File: config.mk
export PLATFORM = sky130hd
export DESIGN_NAME = f1_light_seq
export DESIGN_NICKNAME = d
export VERILOG_FILES = /design/src/rtl/f1_light_seq_pkg.sv /design/src/rtl/f1_light_seq_hold_down_counter.sv /design/src/rtl/f1_light_seq.sv
export SDC_FILE = /design/constraint.sdc
export NUM_CORES = 1
export LEC_CHECK = 0
export CAP_MARGIN = 20
export CORE_MARGIN = 3
export CORE_UTILIZATION = 53
export CTS_CLUSTER_DIAMETER = 100
export CTS_CLUSTER_SIZE = 30
export DETAILED_ROUTE_END_ITERATION = 16
export PLACE_DENSITY = 0.82
export SYNTH_ARGS = -nofsm -noshare
export SYNTH_HDL_FRONTEND = slang
export SYNTH_HIERARCHICAL = 1
export SYNTH_SLANG_ARGS = --single-unit
File: constraint.sdc
create_clock -name clk -period 3.5 [get_ports clk]
set_input_delay 0.35 -clock clk [delete_from_list [all_inputs] [get_ports clk]]
set_output_delay 0.35 -clock clk [all_outputs]
set_load 0.01 [all_outputs]
File: src/rtl/f1_light_seq_pkg.sv
// Shared types and default sizing for the F1 start-light sequencer.
// The sequencer fills the light bar, holds it for a random delay, then goes dark.
package f1_pkg;

   typedef enum logic [1:0] {
      IDLE = 2'd0,
      FILL = 2'd1,
      HOLD = 2'd2
   } state_t;

   localparam int N_LIGHTS_DEF  = 8;
   localparam int RND_WIDTH_DEF = 4;
   localparam int MIN_DELAY_DEF = 1;

endpackage

File: src/rtl/f1_light_seq_hold_down_counter.sv
// Loadable down-counter for the all-lights-on hold period.
// 'one' flags the last hold tick; the FSM never decrements past it.
module hold_down_counter #(
   parameter int WIDTH = 4
) (
   input  logic             clk,
   input  logic             rst,
   input  logic             load,
   input  logic [WIDTH-1:0] load_value,
   input  logic             dec,
   output logic             one
);

   logic [WIDTH-1:0] count;

   // NOTE: clocked state uses non-blocking assignments so every flop samples pre-edge values.
   always_ff @(posedge clk) begin
      if (rst) begin
         count <= '0;
      end else if (load) begin
         count <= load_value;
      end else if (dec) begin
         count <= count - 1'b1;
      end
   end

   assign one = (count == WIDTH'(1));

endmodule

File: src/rtl/f1_light_seq.sv
// F1 start-light controller: fills the bar one light per tick, holds for a
// random number of ticks, then extinguishes everything and pulses done.
import f1_pkg::*;

module f1_light_seq #(
   parameter int N_LIGHTS  = N_LIGHTS_DEF,
   parameter int RND_WIDTH = RND_WIDTH_DEF,
   parameter int MIN_DELAY = MIN_DELAY_DEF
) (
   input  logic                 clk,
   input  logic                 rst,
   input  logic                 en,
   input  logic                 trigger,
   input  logic [RND_WIDTH-1:0] rnd_in,
   output logic [N_LIGHTS-1:0]  data_out,
   output logic                 busy,
   output logic                 done
);

   state_t                state, state_next;
   logic [N_LIGHTS-1:0]   data_next;
   logic                  done_next;
   logic                  busy_next;
   logic                  cnt_load;
   logic                  cnt_dec;
   logic                  cnt_one;
   logic [RND_WIDTH-1:0]  hold_value;

   // A zero draw would mean no hold at all, so it is replaced by the minimum delay.
   assign hold_value = (rnd_in == '0) ? RND_WIDTH'(MIN_DELAY) : rnd_in;

   hold_down_counter #(
      .WIDTH (RND_WIDTH)
   ) u_hold_cnt (
      .clk        (clk),
      .rst        (rst),
      .load       (cnt_load),
      .load_value (hold_value),
      .dec        (cnt_dec),
      .one        (cnt_one)
   );

   always_ff @(posedge clk) begin
      if (rst) begin
         state    <= IDLE;
         data_out <= '0;
         busy     <= 1'b0;
         done     <= 1'b0;
      end else begin
         state    <= state_next;
         data_out <= data_next;
         busy     <= busy_next;
         done     <= done_next;
      end
   end

   // NOTE: every signal gets a default first so no path leaves one unassigned and infers a latch.
   always_comb begin
      state_next = state;
      data_next  = data_out;
      done_next  = 1'b0;
      cnt_load   = 1'b0;
      cnt_dec    = 1'b0;

      unique case (state)
         IDLE: begin
            // The first light comes on straight from the trigger, not from a tick.
            data_next = '0;
            if (trigger) begin
               state_next = FILL;
               data_next  = N_LIGHTS'(1);
            end
         end
         FILL: begin
            if (en) begin
               if (data_out != '1) begin
                  data_next = {data_out[N_LIGHTS-2:0], 1'b1};
               end else begin
                  cnt_load   = 1'b1;
                  state_next = HOLD;
               end
            end
         end
         HOLD: begin
            if (en) begin
               if (cnt_one) begin
                  data_next  = '0;
                  done_next  = 1'b1;
                  state_next = IDLE;
               end else begin
                  cnt_dec = 1'b1;
               end
            end
         end
         default: begin
            state_next = IDLE;
            data_next  = '0;
         end
      endcase

      busy_next = (state_next != IDLE);
   end

endmodule

==> key figures, run 1 <==
Critical path
  • Reg-to-reg startpoint: data_out[2]
  • Arrival time of data at the critical path endpoint: between 1.5 and 2 ns
  • Depth of the worst register-to-register path: 4
  • Element type at the critical path start: flop
  • RR Endpoint: u_hold_cnt/count[0]
  • Worst reg2reg setup slack: 1.67 ns
  • Peak fanout along the critical path: 10
  • Critical Setup Path Class: flop to flop
  • Required time of the worst setup path: 3.66 ns
  • Type of element capturing the critical path: flop

Pwr
  • Worst supply voltage drop on vdd: 0.000214 V
  • Internal power: 0.000264 W
  • Switch share: 23.1%
  • Switch Pwr: 0.0000796 W
  • Clock Power Share: 35.6%
  • Fraction of power consumed by sequential logic: about 55%
  • Leakage power: 0.426 nW
  • Power Dens Cells: roughly 310 nW/um^2
  • Combinational share of power: 9.9%

Placed design
  • Count of port buffers added during placement: 17
  • Placement-stage cell area: 1090 sq um
  • Half-perimeter wire length after placement: 1290 um
  • Final RePlAce weighted congestion: 0.750

Layout
  • Register area: about 320 sq um
  • Most common cell after layout, fill and taps aside: clkdlybuf4s50_1
  • Commonest non-fill, non-tap cells in the layout: 17 x clkdlybuf4s50_1, 16 x dfxtp_1, 12 x inv_1
  • Area occupied by multi-input gates: 532 sq um
  • Ant diodes: 0
  • Synth-to-Final Area Change: 21.8%
  • Share of cells above drive strength 1: 20.0%
  • Number of nets in the final layout: 116
  • Area of all placed cells without fillers: 1120 sq um
  • Fillcell total: 133

Die
  • Top-Level Pins: 18
  • Standard-cell row count: 14
  • Starting density of the core: 58.5%
  • Core footprint: 1580 sq um
  • Horizontal extent of the die: 47.7 um
  • Die height: 47.7 um
  • Die Area: approximately 2300 sq um

STA
  • Fmax: 0.546 GHz
  • Crit share post-route: 52.3%
  • Max-slew violation count: 0
  • Final hold viol count: 0
  • Max-Slew Margin vs Limit: 47.2%
  • Unrepaired setup endpoints after global routing: false
  • Final TNS setup: 0 ns
  • Minimum hold slack: ~0.53 ns
  • Final count of negative-setup-slack endpoints: 0
  • Shortest period the worst path allows: approximately 1.8 ns
  • Final setup skew: 0.00186 ns
  • Pin slew with the least headroom to its limit: 0.786 ns

Route
  • Top layer in use: met4
  • Number of DRC markers after the initial detailed-route iteration: 11
  • Post-detailed-route count of antenna-violating nets: 0
  • Via count of the routed design: 727
  • Met3 routed WL: 62 um
  • Number of optimization iterations in the first detailed-route pass: 6
  • Routed length per placed instance: about 15 um
  • Routed metal-1 wire length: 843 um
  • DRC: 0
  • Met2 layer wire length in the routed design: between 800 and 900 um
  • Wire length after detailed routing: 1800 um
  • DR vias/cell: 6.01

Clocking
  • Clock Sink Count: 16
  • Later-pin clock latency in the skew report: 0.29 ns
  • CTS tree: built
  • Clock tree root buffer cell: clkbuf_4
  • H-tree depth: 1
  • Buffers from clock root to sink, at most: 2
  • Worst-path clk slew: 0.09 ns
  • Post_cts resized: 0
  • Number of setup buffers added after CTS: 0
  • Hold bufs inserted after CTS: 0
  • Number of clock buffers inserted by TritonCTS: 3

Synthesis
  • #FFs+latches synth: 16
  • Biggest area consumer among synthesized cells: dfxtp_1
  • Synthesized netlist cell count: 90
  • Netlist Area Pre-Place: 922 sq um
  • Yosys synthesis warning count: 6
  • Number of different library cells in the post-synthesis netlist: 31
  • Mean area per synthesized cell: around 10 sq um
  • Biggest area contributors in the synthesized netlist: dfxtp_1 35%, o41ai_2 12%, o2111ai_1 6.6%
  • Mapped Nets: 100
  • Portion of the post-synthesis area used by sequential elements: roughly a third
  • Area fraction of the dominant cell type after synthesis: 34.7%

Worst hold path
  • Worst Hold Endpoint: data_out[7]
  • WHS Path Cells: 2
  • Worst Hold Class: flop to flop
  • Source of the worst hold timing path: data_out[7]

Outcome
  • Result of the run: finished, final reports clean

Global routing
  • Pin count of the biggest net entering global routing: 16
  • First-pass GRT wire length: 3010 um
  • Global-route total usage across every layer: about a fifth
  • Vias in the first global route: 697
  • Remaining global-route overflow: 0
  • Antenna violations before repair: 0

Run
  • Total of max-cap violations: 0
==> flip-flops by register name, indices dropped and copies added, names as in the netlist <==
name	cells
done	1
data_out	8
u_hold_cnt/count	4
busy	1
state	2
==> worst max-delay path, stage by stage (launching register included) <==
cell	delay, ns
dfxtp_1	0.43
nand4_4	0.21
nor4_2	0.75
mux2i_1	0.26
nor2_1	0.05
==> cells in the mapped netlist, drive strengths merged <==
library cell	number
dfxtp	16
inv	12
o2111ai	7
o41ai	7
clkbuf	5
nand2	5
a21oi	4
nor2	4
o21a	4
and2	3
nor3b	3
ha	2
nand4	2
nor3	2
nor4	2
xor2	2
a211o	1
and2b	1
buf	1
mux2i	1
nor2b	1
nor4b	1
o2bb2ai	1
o311a	1
or2	1
xnor2	1
==> per-stage QoR <==
step	setup WS, ns	utilization (%)	cells	total power [W]
detailed placement	1.45	69.0	117	0.000226
floorplan	1.91	-	90	0.000211
CTS	1.68	71.3	121	0.000349
global placement	1.49	69.0	117	0.000225
finish	1.67	71.3	121	0.000344
global route	1.48	71.3	121	0.000356
==> routing by layer <==
| layer | vias to the layer above | global-route usage (%) |
|---|---|---|
| met5 | - | 0 |
| met4 | 0 | 9.68 |
| li1 | 361 | - |
| met2 | 13 | 29.0 |
| met1 | 349 | 25.6 |
| met3 | 4 | 3.76 |
==> area by class of cell <==
cell class                 count  share of cell area (%)
inverter                      12                    4.01
sequential                    16                    28.5
tap                           16                    1.78
timing repair buffer          17                    15.1
multi-input combinational     56                    47.3
clock buffer                   4                    3.23
==> cell families after synthesis <==
family          synth area share, %
compound gates                 29.6
simple gates                   21.4
buf+inv                        7.60
flops                          34.7
xor+xnor                       2.85
fa+ha+maj                      2.71
mux                            1.09
==> worst max path at each step <==
stage                                    from             endpoint  slack (ns)  cells past startpoint
after floorplan           u_hold_cnt/count[1]  u_hold_cnt/count[3]        1.91                      7
after global placement                     en  u_hold_cnt/count[0]        1.49                      5
after detailed placement                  rst          data_out[5]        1.45                      4
after CTS                         data_out[1]  u_hold_cnt/count[2]        1.68                      4
after global routing              data_out[0]  u_hold_cnt/count[0]        1.48                      4
final                             data_out[2]  u_hold_cnt/count[0]        1.67                      4
==> power groups by stage <==
stage	clock network, W	registers [W]	logic (W)
floorplan	0	0.000192	0.0000189
global placement	0	0.000192	0.0000337
detailed placement	0	0.000192	0.0000343
CTS	0.000126	0.000188	0.0000347
global route	0.000130	0.000188	0.0000377
finish	0.000122	0.000187	0.0000342
Power figures use the tool's default switching activity.
==> run 2, diff against run 1 <==
--- a/config.mk
+++ b/config.mk
@@ -7,11 +7,11 @@
 export LEC_CHECK = 0
 export CAP_MARGIN = 20
 export CORE_MARGIN = 3
-export CORE_UTILIZATION = 53
+export CORE_UTILIZATION = 50
 export CTS_CLUSTER_DIAMETER = 100
 export CTS_CLUSTER_SIZE = 30
 export DETAILED_ROUTE_END_ITERATION = 16
-export PLACE_DENSITY = 0.82
+export PLACE_DENSITY = 0.79
 export SYNTH_ARGS = -nofsm -noshare
 export SYNTH_HDL_FRONTEND = slang
 export SYNTH_HIERARCHICAL = 1
==> constraint.sdc (replaced) <==
create_clock -name clk -period 1.86 [get_ports clk]
set_input_delay 0.186 -clock clk [delete_from_list [all_inputs] [get_ports clk]]
set_output_delay 0.186 -clock clk [all_outputs]
set_load 0.01 [all_outputs]
==> key figures, run 2 (synthesis gave the netlist of run 1 again) <==
Placed design
  • Post-placement setup slack: 0.120 ns (was 1.45 ns)
  • Final RePlAce weighted congestion: 0.716 (was 0.750)
  • Half-perimeter wire length after placement: 1330 um (was 1290 um)
  • Count of port buffers added during placement: 17 (unchanged)

STA
  • Final hold viol count: 0 (unchanged)
  • Crit share post-route: 88.8% (was 52.3%)
  • Max-slew violation count: 0 (unchanged)
  • Pin slew with the least headroom to its limit: 0.467 ns (was 0.786 ns)
  • Final TNS setup: 0 ns (unchanged)
  • Max-Slew Margin vs Limit: 68.7% (was 47.2%)
  • Unrepaired setup endpoints after global routing: false (unchanged)
  • Minimum hold slack: 0.493 ns (was 0.528 ns)
  • Final setup skew: 0.00301 ns (was 0.00186 ns)
  • Fmax: 0.605 GHz (was 0.546 GHz)
  • Final count of negative-setup-slack endpoints: 0 (unchanged)
  • Minimum setup slack in the final design: 0.208 ns (was 1.67 ns)
  • Shortest period the worst path allows: 1.65 ns (was 1.83 ns)

Layout
  • Commonest non-fill, non-tap cells in the layout: 17 x clkdlybuf4s50_1, 16 x dfxtp_1, 12 x inv_1 (unchanged)
  • Most common cell after layout, fill and taps aside: clkdlybuf4s50_1 (unchanged)
  • Share of cells above drive strength 1: 24.1% (was 20.0%)
  • Largest registers: data_out: 8 flops, u_hold_cnt/count: 4 flops, state: 2 flops (unchanged)
  • Fillcell total: 120 (was 133)
  • Max reg flops: 8 (unchanged)
  • Ant diodes: 0 (unchanged)
  • Largest Register: data_out (unchanged)
  • Number of nets in the final layout: 119 (was 116)
  • Synth-to-Final Area Change: 26.2% (was 21.8%)

Critical path
  • Peak fanout along the critical path: 5 (was 10)
  • Element type at the critical path start: flop (unchanged)
  • Type of element capturing the critical path: flop (unchanged)
  • Required time of the worst setup path: 2.06 ns (was 3.66 ns)
  • Critical Setup Path Class: flop to flop (unchanged)
  • Arrival time of data at the critical path endpoint: 1.85 ns (was 1.99 ns)

Die
  • Core footprint: 1610 sq um (was 1580 sq um)
  • Die Area: 2400 sq um (was 2280 sq um)
  • Standard-cell row count: 14 (unchanged)
  • Die height: 48.9 um (was 47.7 um)
  • Starting density of the core: 57.2% (was 58.5%)
  • Top-Level Pins: 18 (unchanged)
  • Horizontal extent of the die: 48.9 um (was 47.7 um)

Route
  • Routed length per placed instance: 13.8 um (was 14.9 um)
  • Wire length after detailed routing: 1830 um (was 1800 um)
  • Post-detailed-route count of antenna-violating nets: 0 (unchanged)
  • Via count of the routed design: 761 (was 727)
  • Number of DRC markers after the initial detailed-route iteration: 5 (was 11)
  • DRC: 0 (unchanged)
  • Number of optimization iterations in the first detailed-route pass: 4 (was 6)
  • DR vias/cell: 5.77 (was 6.01)

Global routing
  • Pin count of the biggest net entering global routing: 15 (was 16)
  • First-pass GRT wire length: 3220 um (was 3010 um)
  • Most utilized layer in the global route result: met2 (unchanged)
  • Vias in the first global route: 747 (was 697)
  • Antenna violations before repair: 0 (unchanged)
  • Routing usage on met3: 3.67% (was 3.76%)
  • Global Route met2 Usage: 27.1% (was 29.0%)
  • Global-route total usage across every layer: 16.6% (was 19.1%)
  • Met1 Resource Use GR: 20.5% (was 25.6%)
  • Remaining global-route overflow: 0 (unchanged)

Clocking
  • Later-pin clock latency in the skew report: 0.30 ns (was 0.29 ns)
  • Worst-path clk slew: 0.10 ns (was 0.09 ns)
  • CTS tree: built (unchanged)
  • Clock Sink Count: 16 (unchanged)
  • Buffers from clock root to sink, at most: 2 (unchanged)
  • Number of clock buffers inserted by TritonCTS: 3 (unchanged)
  • H-tree depth: 1 (unchanged)
  • Clock tree root buffer cell: clkbuf_4 (unchanged)

Pwr
  • Power Dens Cells: 566 nW/um^2 (was 306 nW/um^2)
  • Switch share: 24.2% (was 23.1%)
  • Internal power: 0.000499 W (was 0.000264 W)
  • Fraction of power consumed by sequential logic: 53.5% (was 54.5%)
  • Switch Pwr: 0.000160 W (was 0.0000796 W)
  • Leakage power: 0.444 nW (was 0.426 nW)
  • Worst supply voltage drop on vdd: 0.000415 V (was 0.000214 V)
  • Clock Power Share: 36.4% (was 35.6%)
  • Combinational share of power: 10.1% (was 9.9%)

Outcome
  • Result of the run: finished, final reports clean (unchanged)

Worst hold path
  • Worst Hold Class: input pin to flop (was flop to flop)

Run
  • Total of max-cap violations: 0 (unchanged)
==> run 2: critical path, stage by stage, from the launching register on <==
cell	delay, ns
dfxtp_1	0.41
inv_1	0.08
ha_1	0.18
nor3b_2	0.16
nor2_2	0.23
nor4b_4	0.24
xor2_1	0.09
o21a_1	0.17
==> run 2: power by group through the flow <==
stage | Clock [W] | Combinational, W | Sequential, W
3_3_place_gp | 0 | 0.0000662 | 0.000361
4_1_cts | 0.000242 | 0.0000669 | 0.000353
3_5_place_dp | 0 | 0.0000663 | 0.000361
6_report | 0.000240 | 0.0000664 | 0.000353
5_1_grt | 0.000255 | 0.0000714 | 0.000354
2_1_floorplan | 0 | 0.0000355 | 0.000361
==> run 2: through the flow <==
step	utilization [%]	total power (W)	std cells	instance area (sq um)
final	72.2	0.000659	132	1160
after global routing	72.2	0.000680	132	1160
after CTS	71.7	0.000661	132	1160
after detailed placement	69.5	0.000427	128	1120
after global placement	69.5	0.000427	128	1120
after floorplan	-	0.000397	90	922
==> run 2: path summary, 6_finish.rpt <==
check | startpoint | to | slack [ns] | cells after the start
max | u_hold_cnt/count[1] | u_hold_cnt/count[3] | 0.21 | 7
min | rnd_in[1] | u_hold_cnt/count[1] | 0.49 | 3
max reg2reg | u_hold_cnt/count[1] | u_hold_cnt/count[3] | 0.21 | 7
min reg2reg | data_out[7] | data_out[7] | 0.54 | 2
==> run 2: layout make-up <==
| class | count | area [sq um] | area share, % |
|---|---|---|---|
| clock buffer | 4 | 36.3 | 3.12 |
| inverter | 12 | 45.0 | 3.87 |
| multi-input combinational | 56 | 539 | 46.3 |
| sequential | 16 | 320 | 27.5 |
| tap | 24 | 30.0 | 2.58 |
| timing repair buffer | 20 | 193 | 16.6 |
==> run 2: metal layers <==
layer  routed length, um  up-vias
met2                 809       21
li1                    -      371
met4                  51        0
met1                 906      362
met3                  61        7
met5                   0        -
==> run 2: what timing repair did <==
action | in CTS | in global routing
gates resized for setup | 0 | 2
setup buffers | 0 | 0
endpoints found under the setup margin | 0 | 1
endpoints found under the hold margin | 0 | 0
hold buffers | 0 | 0
==> run 3, diff against run 2 <==
--- a/config.mk
+++ b/config.mk
@@ -11,7 +11,7 @@
 export CTS_CLUSTER_DIAMETER = 100
 export CTS_CLUSTER_SIZE = 30
 export DETAILED_ROUTE_END_ITERATION = 16
-export PLACE_DENSITY = 0.79
+export PLACE_DENSITY = 0.78
 export SYNTH_ARGS = -nofsm -noshare
 export SYNTH_HDL_FRONTEND = slang
 export SYNTH_HIERARCHICAL = 1
==> key figures, run 3 (synthesis gave the netlist of run 1 again) <==
Outcome
  • Result of the run: finished, final reports clean (unchanged)

Die
  • Standard-cell row count: 14 (unchanged)
  • Horizontal extent of the die: 48.9 um (unchanged)
  • Starting density of the core: 57.2% (unchanged)
  • Die height: 48.9 um (unchanged)
  • Die Area: 2400 sq um (unchanged)
  • Top-Level Pins: 18 (unchanged)
  • Core footprint: 1610 sq um (unchanged)

Clocking
  • Worst-path clk slew: 0.09 ns (was 0.10 ns)
  • CTS tree: built (unchanged)
  • Clock Sink Count: 16 (unchanged)
  • Number of clock buffers inserted by TritonCTS: 3 (unchanged)
  • Clock tree root buffer cell: clkbuf_4 (unchanged)
  • Hold bufs inserted after CTS: 0 (unchanged)
  • Later-pin clock latency in the skew report: 0.29 ns (was 0.30 ns)
  • Buffers from clock root to sink, at most: 2 (unchanged)
  • H-tree depth: 1 (unchanged)

Placed design
  • Post-placement setup slack: 0.136 ns (was 0.120 ns)
  • Count of port buffers added during placement: 17 (unchanged)
  • Half-perimeter wire length after placement: 1340 um (was 1330 um)
  • Final RePlAce weighted congestion: 0.746 (was 0.716)

Critical path
  • Peak fanout along the critical path: 8 (was 5)
  • Type of element capturing the critical path: flop (unchanged)
  • Required time of the worst setup path: 2.03 ns (was 2.06 ns)
  • Arrival time of data at the critical path endpoint: 1.87 ns (was 1.85 ns)
  • Element type at the critical path start: flop (unchanged)
  • Critical Setup Path Class: flop to flop (unchanged)

Global routing
  • Global Route met2 Usage: 25.8% (was 27.1%)
  • Remaining global-route overflow: 0 (unchanged)
  • First-pass GRT wire length: 3060 um (was 3220 um)
  • Global-route total usage across every layer: 16.2% (was 16.6%)
  • Met1 Resource Use GR: 20.9% (was 20.5%)
  • Antenna violations before repair: 0 (unchanged)
  • Pin count of the biggest net entering global routing: 15 (unchanged)
  • Vias in the first global route: 673 (was 747)
  • Most utilized layer in the global route result: met2 (unchanged)
  • Routing usage on met3: 5.20% (was 3.67%)

Pwr
  • Power Dens Cells: 561 nW/um^2 (was 566 nW/um^2)
  • Leakage power: 0.445 nW (was 0.444 nW)
  • Overall Power: 0.000657 W (was 0.000659 W)
  • Worst supply voltage drop on vdd: 0.000657 V (was 0.000415 V)

Layout
  • Largest Register: data_out (unchanged)
  • Largest registers: data_out: 8 flops, u_hold_cnt/count: 4 flops, state: 2 flops (unchanged)
  • Most common cell after layout, fill and taps aside: clkdlybuf4s50_1 (unchanged)
  • Share of cells above drive strength 1: 23.1% (was 24.1%)
  • Synth-to-Final Area Change: 27.0% (was 26.2%)
  • Number of nets in the final layout: 119 (unchanged)
  • Ant diodes: 0 (unchanged)
  • Max reg flops: 8 (unchanged)
  • Commonest non-fill, non-tap cells in the layout: 17 x clkdlybuf4s50_1, 16 x dfxtp_1, 12 x inv_1 (unchanged)

STA
  • Fmax: 0.588 GHz (was 0.605 GHz)
  • Final count of negative-setup-slack endpoints: 0 (unchanged)
  • Max-slew violation count: 0 (unchanged)
  • Max-Slew Margin vs Limit: 71.5% (was 68.7%)
  • Crit share post-route: 91.4% (was 88.8%)
  • Final TNS setup: 0 ns (unchanged)
  • Minimum setup slack in the final design: 0.159 ns (was 0.208 ns)
  • Shortest period the worst path allows: 1.70 ns (was 1.65 ns)
  • Pin slew with the least headroom to its limit: 0.425 ns (was 0.467 ns)
  • Unrepaired setup endpoints after global routing: false (unchanged)
  • Final hold viol count: 0 (unchanged)
  • Final setup skew: 0.00139 ns (was 0.00301 ns)

Route
  • Number of optimization iterations in the first detailed-route pass: 4 (unchanged)
  • Post-detailed-route count of antenna-violating nets: 0 (unchanged)
  • Number of DRC markers after the initial detailed-route iteration: 10 (was 5)
  • DRC: 0 (unchanged)
  • DR vias/cell: 5.52 (was 5.77)
  • Wire length after detailed routing: 1800 um (was 1830 um)
  • Via count of the routed design: 728 (was 761)
  • Routed length per placed instance: 13.7 um (was 13.8 um)

Run
  • Total of max-cap violations: 0 (unchanged)

Worst hold path
  • Worst Hold Class: input pin to flop (unchanged)
## run 3: cell count changes in the layout (fill, tap and decap cells not counted)
cell     before  now
nor3b_2       2    1
nor3b_1       1    2
buf_4         3    2
buf_12        0    1
## run 3: stage by stage
| step | util (%) | cells | cell area, sq um | hold slack (ns) |
|---|---|---|---|---|
| after floorplan | - | 90 | 922 | 0.255 |
| after global placement | 69.0 | 127 | 1110 | 0.510 |
| after detailed placement | 69.0 | 127 | 1110 | 0.516 |
| after CTS | 71.3 | 131 | 1150 | 0.483 |
| after global routing | 72.7 | 132 | 1170 | 0.518 |
| final | 72.7 | 132 | 1170 | 0.491 |
## run 3: area by class of cell
cell class | count | area [sq um]
Timing Repair Buffer | 20 | 205
Multi-Input combinational cell | 56 | 534
Fill cell | 127 | 440
Sequential cell | 16 | 320
Tap cell | 24 | 30.0
Clock buffer | 4 | 36.3
Inverter | 12 | 45.0
## run 3: worst max-delay path: stages, from the launching register on
cell	delay [ns]
dfxtp_1	0.47
ha_1	0.19
nor3b_1	0.34
nand2_1	0.19
a21oi_4	0.18
buf_12	0.15
o41ai_2	0.07
## run 3: worst paths after layout
path | start | end | slack, ns | cells after the start
setup / recovery | u_hold_cnt/count[0] | data_out[4] | 0.16 | 6
hold / removal | rnd_in[1] | u_hold_cnt/count[1] | 0.49 | 3
setup reg to reg | u_hold_cnt/count[0] | data_out[4] | 0.16 | 6
hold reg to reg | data_out[7] | data_out[7] | 0.53 | 2
## run 3: metal layers
layer / part of all wire, % / vias up
met1: 48 / 347
met4: 0.72 / 0
met5: 0 / -
met3: 3.8 / 2
li1: - / 367
met2: 48 / 12
## run 3: what timing repair did
item | 4_1_cts | 5_1_grt
setup endpoints to repair | 0 | 5
setup buffers | 0 | 1
gates resized for setup | 0 | 1
## run 3: power breakdown
group | leakage [nW] | internal [W] | switching, W | total (W)
Clock | 0.0210 | 0.000119 | 0.000111 | 0.000231
Combinational | 0.294 | 0.0000378 | 0.0000356 | 0.0000734
Sequential | 0.130 | 0.000347 | 0.00000543 | 0.000353
Total | 0.445 | 0.000504 | 0.000152 | 0.000657
==> variant, RTL diff (config.mk and constraints of run 3) <==
Set the package constant `RND_WIDTH_DEF` to 6 (it was 4).
--- a/src/rtl/f1_light_seq_pkg.sv
+++ b/src/rtl/f1_light_seq_pkg.sv
@@ -9,7 +9,7 @@
    } state_t;
 
    localparam int N_LIGHTS_DEF  = 8;
-   localparam int RND_WIDTH_DEF = 4;
+   localparam int RND_WIDTH_DEF = 6;
    localparam int MIN_DELAY_DEF = 1;
 
 endpackage
Interface: changed (resized rnd_in); port bits go from 18 to 20. The function was not compared with the original's and may differ.
==> variant against run 3 <==
Wire length increased by 25%; non-clock buffer count increased by 12; fmax decreased by 4.0%; utilization increased by 1.0 points; synthesized area increased by 3.5%; worst setup slack got worse by 0.071 ns; sequential cell count increased by 2; power increased by 7.9%; final area increased by 11%; highest routed layer unchanged; hold slack got worse by 0.00095 ns; critical endpoint is now u_hold_cnt/count[4].
==> variant: results (changes against run 3) <==
[synthesis]
ys_types=34  ; +9.7%
synthMuxAreaShare=0  ; -0.01085
synthXorXnorAreaFrac=0.02752  ; -0.0009710
syn-num-nets=117  ; +17%
yosys.area_share.adder=0.02621  ; -0.0009247

[grt]
grt_first_pass_wirelength_um=3801  ; +24%

[worst_setup_path]
critPathLaunch=u_hold_cnt/count[1]
slowest_delay_ns=0.43  ; -0.04 ns
cp_slowest_cell=or4_4
rrSetupSlack_ns=0.09  ; -0.07 ns
path_max_fanout=5  ; -3

[power]
seq-power_uw=395  ; +12%
p_clk_frac=0.343  ; -0.008
powerClk_uw=243  ; +5%
ir_worst_vdd_v=0.0004068  ; -38%
p_sw_uw=161.0  ; +5.6%
p_leak_uw=0.0004850  ; +9.0%

[cells_and_area]
drive_gt1_frac=0.2090  ; -0.02253
finalNonFillerCells=159  ; +20%
seqCellArea_um2=361.6  ; +13%

[timing]
fin_worst_skew_ns=0.006368  ; +0.004976 ns

[cts]
clk_pin_slew_ns=0.11  ; +0.02 ns

[detailed_routing]
drt-initial-drc-count=17  ; +7
vias_per_cell=5.572  ; +1.0%

[placed_design]
dpl_cell_area_um2=1239  ; +11%
dp_slack_ns=-0.01821  ; -0.1547 ns
place_congestion=0.8487  ; +14%
detailed_place_hpwl_um=1603  ; +20%

[run_status]
status=completed

==> variant: worst min-delay path by stage <==
| stage | cells past startpoint | slack (ns) | to | startpoint |
|---|---|---|---|---|
| after global routing | 3 | 0.50 | u_hold_cnt/count[2] | rnd_in[2] |
| after CTS | 3 | 0.49 | u_hold_cnt/count[1] | rnd_in[1] |
| final | 3 | 0.49 | u_hold_cnt/count[2] | rnd_in[2] |
| after detailed placement | 2 | 0.51 | data_out[7] | data_out[7] |
| after floorplan | 1 | 0.26 | u_hold_cnt/count[0] | rst |
| after global placement | 2 | 0.51 | data_out[7] | data_out[7] |
==> variant: routing by layer <==
| layer | up-vias | part of all wire | GRT usage | wire (µm) |
|---|---|---|---|---|
| li1 | 445 | - | - | - |
| met1 | 421 | 0.43 | 0.2286 | 977 |
| met2 | 18 | 0.51 | 0.3480 | 1152 |
| met3 | 2 | 0.050 | 0.07855 | 113 |
| met4 | 0 | 0.0075 | 0.04147 | 17 |
| met5 | - | 0 | 0 | 0 |
==> variant: logic make-up after synthesis <==
| family | count (synthesis) |
|---|---|
| adders and majority gates | 2 |
| buffers and inverters | 20 |
| and+or+nand+nor | 30 |
| DFF | 18 |
| AOI/OAI and AO/OA | 32 |
| xor gates and xnor gates | 3 |
==> variant: layout make-up <==
type                    instances  area share
flip-flops and latches         18      0.2782
well taps                      25     0.02406
multi-input cells              67      0.4110
repair buffers                 32      0.2214
inverters                      13     0.03754
clock buffers                   4     0.02791
==> variant: what timing repair did <==
item / 4_1_cts / 5_1_grt
setup buffers: 0 / 1
endpoints found under the setup margin: 0 / 2
resized for setup: 0 / 4
==> variant: tightest hold or removal path: cells and delay by family <==
kind | cells | cell delay [ns]
buffers and inverters | 1 | 0.42
and+or+nand+nor | 1 | 0.09
AOI/OAI and AO/OA | 1 | 0.05
